**src/rtl/mem_stage_pkg.sv**
```systemverilog
// Shared types and constants for the memory stage: bus layouts, load opcode bits, FSM encodings.
package mem_stage_pkg;

    localparam int EX_TO_MEM_WD = 81;
    localparam int MEM_TO_WB_WD = 70;
    localparam int MEM_FWD_WD   = 38;
    localparam int STALL_WD     = 6;

    localparam logic STOP    = 1'b1;
    localparam logic NO_STOP = 1'b0;

    // mem_op is one-hot {lb,lbu,lh,lhu,lw}
    localparam int OP_LB  = 4;
    localparam int OP_LBU = 3;
    localparam int OP_LH  = 2;
    localparam int OP_LHU = 1;
    localparam int OP_LW  = 0;

    localparam logic [1:0] ST_IDLE = 2'd0;
    localparam logic [1:0] ST_WAIT = 2'd1;
    localparam logic [1:0] ST_HOLD = 2'd2;

    typedef struct packed {
        logic [4:0]  mem_op;
        logic [31:0] pc;
        logic        ram_en;
        logic [3:0]  ram_wen;
        logic        sel_rf_res;
        logic        rf_we;
        logic [4:0]  rf_waddr;
        logic [31:0] ex_result;
    } ex_mem_t;

    typedef struct packed {
        logic [31:0] pc;
        logic        rf_we;
        logic [4:0]  rf_waddr;
        logic [31:0] rf_wdata;
    } mem_wb_t;

    typedef struct packed {
        logic        rf_we;
        logic [4:0]  rf_waddr;
        logic [31:0] rf_wdata;
    } mem_fwd_t;

endpackage

```
**src/rtl/mem_stage_load_align.sv**
```systemverilog
// Little-endian byte/half/word extraction with sign or zero extension for loads.
// Purely combinational; an opcode with no load bit set yields zero.
module mem_stage_load_align
    import mem_stage_pkg::*;
(
    input  logic [31:0] word,
    input  logic [1:0]  addr,
    input  logic [4:0]  mem_op,
    output logic [31:0] data
);

    logic [7:0]  byte_sel;
    logic [15:0] half_sel;

    always_comb begin
        byte_sel = word[{addr, 3'b000} +: 8];
        half_sel = addr[1] ? word[31:16] : word[15:0];
        data     = '0;
        if (mem_op[OP_LB])
            data = {{24{byte_sel[7]}}, byte_sel};
        else if (mem_op[OP_LBU])
            data = {24'd0, byte_sel};
        else if (mem_op[OP_LH])
            data = {{16{half_sel[15]}}, half_sel};
        else if (mem_op[OP_LHU])
            data = {16'd0, half_sel};
        else if (mem_op[OP_LW])
            data = word;
    end

endmodule

```
**src/rtl/mem_stage.sv**
```systemverilog
// Memory pipeline stage: registers the EX bus, waits for/holds the SRAM load word, produces WB and bypass buses.
// Outputs are combinational from the input register, FSM and hold buffer.
module mem_stage
    import mem_stage_pkg::*;
#(
    parameter bit SYNC_SRAM = 1'b1,
    parameter int STALL_IDX = 3
) (
    input  logic                    clk,
    input  logic                    rst,
    input  logic [STALL_WD-1:0]     stall,
    input  logic [EX_TO_MEM_WD-1:0] ex_to_mem_bus,
    input  logic [31:0]             data_sram_rdata,
    input  logic                    data_sram_data_ok,
    output logic [MEM_TO_WB_WD-1:0] mem_to_wb_bus,
    output logic [MEM_FWD_WD-1:0]   mem_fwd_bus,
    output logic                    stallreq_for_mem
);

    ex_mem_t     ex_mem_r;
    logic [1:0]  state;
    logic [1:0]  next_state;
    logic [31:0] hold_buf;
    logic        stage_stop;
    logic        next_stop;
    logic        is_load;
    logic        data_present;
    logic [31:0] load_word;
    logic [31:0] load_data;
    logic [31:0] rf_wdata;
    logic        unused_stall;

    assign unused_stall = ^stall;
    assign stage_stop   = (stall[STALL_IDX] == STOP);
    assign next_stop    = (stall[STALL_IDX+1] == STOP);

    always_ff @(posedge clk) begin
        if (rst)
            ex_mem_r <= '0;
        else if (stage_stop && !next_stop)
            ex_mem_r <= '0;
        else if (!stage_stop)
            ex_mem_r <= ex_mem_t'(ex_to_mem_bus);
    end

    assign is_load      = ex_mem_r.ram_en && (ex_mem_r.ram_wen == 4'd0) && (|ex_mem_r.mem_op);
    assign data_present = SYNC_SRAM ? 1'b1 : data_sram_data_ok;

    always_comb begin
        next_state = state;
        case (state)
            ST_IDLE: begin
                if (is_load && !data_present)
                    next_state = ST_WAIT;
                else if (is_load && stage_stop)
                    next_state = ST_HOLD;
            end
            ST_WAIT: begin
                if (data_present)
                    next_state = stage_stop ? ST_HOLD : ST_IDLE;
            end
            ST_HOLD: begin
                if (!stage_stop)
                    next_state = ST_IDLE;
            end
            default: next_state = ST_IDLE;
        endcase
    end

    // The word is captured on entry to HOLD so SRAM may move on while the pipeline is frozen.
    always_ff @(posedge clk) begin
        if (rst) begin
            state    <= ST_IDLE;
            hold_buf <= '0;
        end else begin
            state <= next_state;
            if (next_state == ST_HOLD && state != ST_HOLD)
                hold_buf <= data_sram_rdata;
            else if (state == ST_HOLD && next_state != ST_HOLD)
                hold_buf <= '0;
        end
    end

    assign stallreq_for_mem = ((state == ST_IDLE) && is_load && !data_present) ||
                              ((state == ST_WAIT) && !data_present);

    assign load_word = (state == ST_HOLD) ? hold_buf : data_sram_rdata;

    mem_stage_load_align u_align (
        .word   (load_word),
        .addr   (ex_mem_r.ex_result[1:0]),
        .mem_op (ex_mem_r.mem_op),
        .data   (load_data)
    );

    assign rf_wdata = ex_mem_r.sel_rf_res ? load_data : ex_mem_r.ex_result;

    mem_wb_t  wb;
    mem_fwd_t fwd;

    always_comb begin
        wb.pc        = ex_mem_r.pc;
        wb.rf_we     = ex_mem_r.rf_we;
        wb.rf_waddr  = ex_mem_r.rf_waddr;
        wb.rf_wdata  = rf_wdata;
        // Decode must not bypass a load result that has not arrived yet.
        fwd.rf_we    = ex_mem_r.rf_we && !stallreq_for_mem;
        fwd.rf_waddr = ex_mem_r.rf_waddr;
        fwd.rf_wdata = rf_wdata;
    end

    assign mem_to_wb_bus = wb;
    assign mem_fwd_bus   = fwd;

endmodule

```
**config.mk**
```make
export PLATFORM = sky130hd
export DESIGN_NAME = mem_stage
export DESIGN_NICKNAME = d
export VERILOG_FILES = /design/src/rtl/mem_stage_pkg.sv /design/src/rtl/mem_stage_load_align.sv /design/src/rtl/mem_stage.sv
export SDC_FILE = /design/constraint.sdc
export NUM_CORES = 1
export LEC_CHECK = 0
export CORE_AREA = 5 5 120 122
export CTS_BUF_LIST = sky130_fd_sc_hd__clkbuf_16
export CTS_CLUSTER_SIZE = 30
export DETAILED_ROUTE_END_ITERATION = 6
export DIE_AREA = 0 0 125 127
export PLACE_DENSITY = 0.95
export SETUP_SLACK_MARGIN = 0.15
export SYNTH_ARGS = -nofsm -noshare
export SYNTH_HDL_FRONTEND = slang
export SYNTH_SLANG_ARGS = --single-unit
export TNS_END_PERCENT = 5
```
**constraint.sdc**
```tcl
create_clock -name clk -period 4.5 [get_ports clk]
set_clock_uncertainty 0.1 [all_clocks]
set_input_delay 0.675 -clock clk [delete_from_list [all_inputs] [get_ports clk]]
set_output_delay 0.675 -clock clk [all_outputs]
set_load 0.02 [all_outputs]
```
==> impl_results.md <==
* Status: finished clean
* Initial antenna violation count at 0
* Max_cap viols at 0
* Max-slew headroom at between 20 and 30%
* Top-count cell post-synth: nor2_1
* Peak VDD IR at 0.0002378 V
* Hold Crit Class: reg2reg
* Final HPWL DP at 13.84 mm
* Initial DRC Count at 421
* Top-area cell type share of the netlist area at between 30 and 40%
* Commonest cells in the netlist: nor2_1 (152), mux2i_1 (126), dfxtp_1 (115), buf_4 (77), clkbuf_1 (39)
* Async S/R FF share, synth at 0%
* Mapped Cells at 746
* Worst-skew pair later-pin latency at ~0.42 ns
* Setup-failing EPs final at 0
* Floorplan row count at 42
* Global-route wire length before repair at around 29 mm
* Hold Vio Cnt, Final at 0
* H-Tree Depth at 4
* Initial core utilization at approximately half
* CTS Root Cell: clkbuf_16
* Worst Path Max Fanout at 24
* Antenna cells at 0
* Slowest CP cell: nand2_1
* Area Overhead vs Synth at 36.61%
* Total number of vias at 5633
* End-of-flow core utilization at 66.01%
* Synth Flop Type: dfxtp_1
* Critical Path Sink: mem_fwd_bus[11]
* #FFs+latches synth at around 120
* Hold path start: hold_buf[21]
* Layout fillers at a little under 1000
* Core ar. at 0.01309 mm2
* Drt pass-1 iters at 5
* Post-DR wirelength/cell at 17.98 um
* DRC at 0
* Lkg Pwr at around 3.8 nW
* Peak Freq at roughly 250 MHz
* Post-DRT Antenna Nets at 0
* Share of cells above drive strength 1 at under 10%
* Global route overflow at 0
* Slew Limit Fails at 0
* CP Launch Type: register
* Final GP Congestion at between 0.9 and 1
* Reg2Reg Setup Slack at 1.44 ns
* Setup Fix Bufs, Post-CTS at 0
* Pin slew with the least headroom to its limit at 1.051 ns
* CTS Sinks at approximately 120
* Slowest Stage Delay on Critical Path at a little over 0.6 ns
* Ys Warns at 0
* Synth area leaders: dfxtp_1 (36%), mux2i_1 (20%), buf_4 (9.1%)
* Clk buf depth at 2
* TritonCTS buffer count at 17
* Die Area at 0.01588 mm2
* Syn Area/Cell at 8.475 um2
* Worst Setup SP: ex_mem_r[77]
* Vias in the first global route at 5599
* Final wirelength at 19.03 mm
* Bufs and invs on worst path at 1
* Total negative slack at 0 ns
* Register Area at 0.002303 mm2
* Sequential fraction of the synthesis area at 36.41%
* R2r endpoint: hold_buf[31]
* Cell taking the most area after synthesis: dfxtp_1
* Synth cell types at 38
* Chip Width at 125 um
* Hold buffer count at cts at 0
* Crit Path Class: reg2out
* Cell family with most CP delay: simple AND/OR/NAND/NOR gates
* CTS tree: yes
* Min Tclk post-route at 4.043 ns
* Vias per cell at 5.324
* Post-synth EDFFs at 0
* Net count, final at ~990
* PortBufs at 224
* CP cell instances: nor2_1 -> nand2_1 -> o221ai_1 -> a21o_1 -> clkdlybuf4s50_1
* CP endpoint kind: output pin
* RSZ-0062 raised after global routing: no
* Worst endpoint required time at 3.72 ns
* PwrDens at 351.1 mW/mm2
* GRT Overall Usage at 23.26%
* # IOs at 231
* Tcrit/Tclk final at roughly nine tenths
* Mapped Area at about 0.0063 mm2
* Crit path arrival time at about 3.3 ns
* Multi-input gate area at roughly 0.0031 mm2
* Die H at 127 um
* Critical path depth at 5
* PostCTS Resize Cnt at 0
* Reg2Reg Launch Point: ex_mem_r[80]
* Largest net degree at the start of global routing at 65
* Worst r2r path cells at 7
* Clock transition at path regs at 0.06 ns
[through the flow]
step / setup slack [ns] / power [mW] / cell area (um2) / instances / hold WS, ns
final: 0.4567 / 3.033 / 8637 / 1058 / 0.3875
after global routing: 0.2779 / 3.134 / 8637 / 1058 / 0.4225
after CTS: 0.4933 / 3.042 / 8637 / 1058 / 0.3914
after detailed placement: 0.5375 / 1.774 / 8088 / 1026 / 0.3785
after global placement: 0.5275 / 1.759 / 8088 / 1026 / 0.3663
after floorplan: 1.358 / 1.517 / 6326 / 747 / 0.3548
[layout by cell type (no fill, tap or decap), types with 4 or more instances in the layout]
cell             Yosys  routed
or2_2                5       5
nor3_1               4       4
clkinv_1             0       4
a21oi_1             34      34
mux2i_1            126     126
buf_4               77      11
nand2_1             38      38
clkbuf_16            0      17
clkdlybuf4s50_1      0     223
dfxtp_1            115     114
o2bb2ai_1            6       6
a21o_1              24      23
o221ai_1            28      28
inv_1               26      27
mux2_2              11      11
nor2_1             152     152
clkinv_2             0       6
o21ai_0             23      23
[how the worst min path moves through the flow]
| stage | endpoint | slack, ns | cells past startpoint |
|---|---|---|---|
| after CTS | hold_buf[5] | 0.39 | 2 |
| after global placement | hold_buf[0] | 0.37 | 2 |
| after floorplan | ex_mem_r[2] | 0.35 | 2 |
| after detailed placement | hold_buf[5] | 0.38 | 2 |
| after global routing | mem_to_wb_bus[45] | 0.42 | 2 |
| final | hold_buf[21] | 0.39 | 2 |
[registers in the layout (all words and copies together) (netlist names)]
name and cells:
ex_mem_r 43, state 2, hold_buf 32, mem_to_wb_bus 32, mem_fwd_bus 6
[tightest hold or removal path, delay by kind of cell (launching register included)]
| family | cells | cell delay [ns] |
|---|---|---|
| and+or+nand+nor | 1 | 0.07 |
| DFF | 1 | 0.32 |
| AOI/OAI and AO/OA | 1 | 0.07 |
[where the power goes]
| group | internal (mW) | switching [mW] | leakage [nW] | total [mW] |
|---|---|---|---|---|
| registers | 1.07 | 0.0327 | 0.941 | 1.10 |
| clock network | 0.795 | 0.481 | 0.273 | 1.28 |
| logic | 0.328 | 0.331 | 2.56 | 0.658 |
[cells by family (layout without fill, tap and decap cells)]
kind of cell               Yosys count  count (layout)  synth area share, %
DFF                                115             115                36.41
and+or+nand+nor                    206             206                12.80
muxes                              140             140                22.86
adders and majority gates            1               1               0.1979
other                                1               2              0.05931
AOI/OAI and AO/OA                  125             125                13.46
buffers and inverters              158             293                14.21
[layout make-up]
type / instances / area share [%]
multi-input cells: 474 / 36.26
repair buffers: 235 / 27.03
flip-flops and latches: 115 / 26.67
clock buffers: 17 / 4.925
well taps: 176 / 2.550
clock inverters: 15 / 1.434
inverters: 26 / 1.130
[layer usage]
| metal | part of all wire (%) | wire (um) | GRT usage (%) | up-vias |
|---|---|---|---|---|
| met4 | 2.3 | 429 | 9.184 | 0 |
| met3 | 7.8 | 1493 | 6.720 | 33 |
| met2 | 49 | 9237 | 39.10 | 234 |
| met5 | 0 | 0 | 0 | - |
| met1 | 41 | 7865 | 28.24 | 2649 |
| li1 | - | - | - | 2717 |
(Power assumes the default switching activity.)
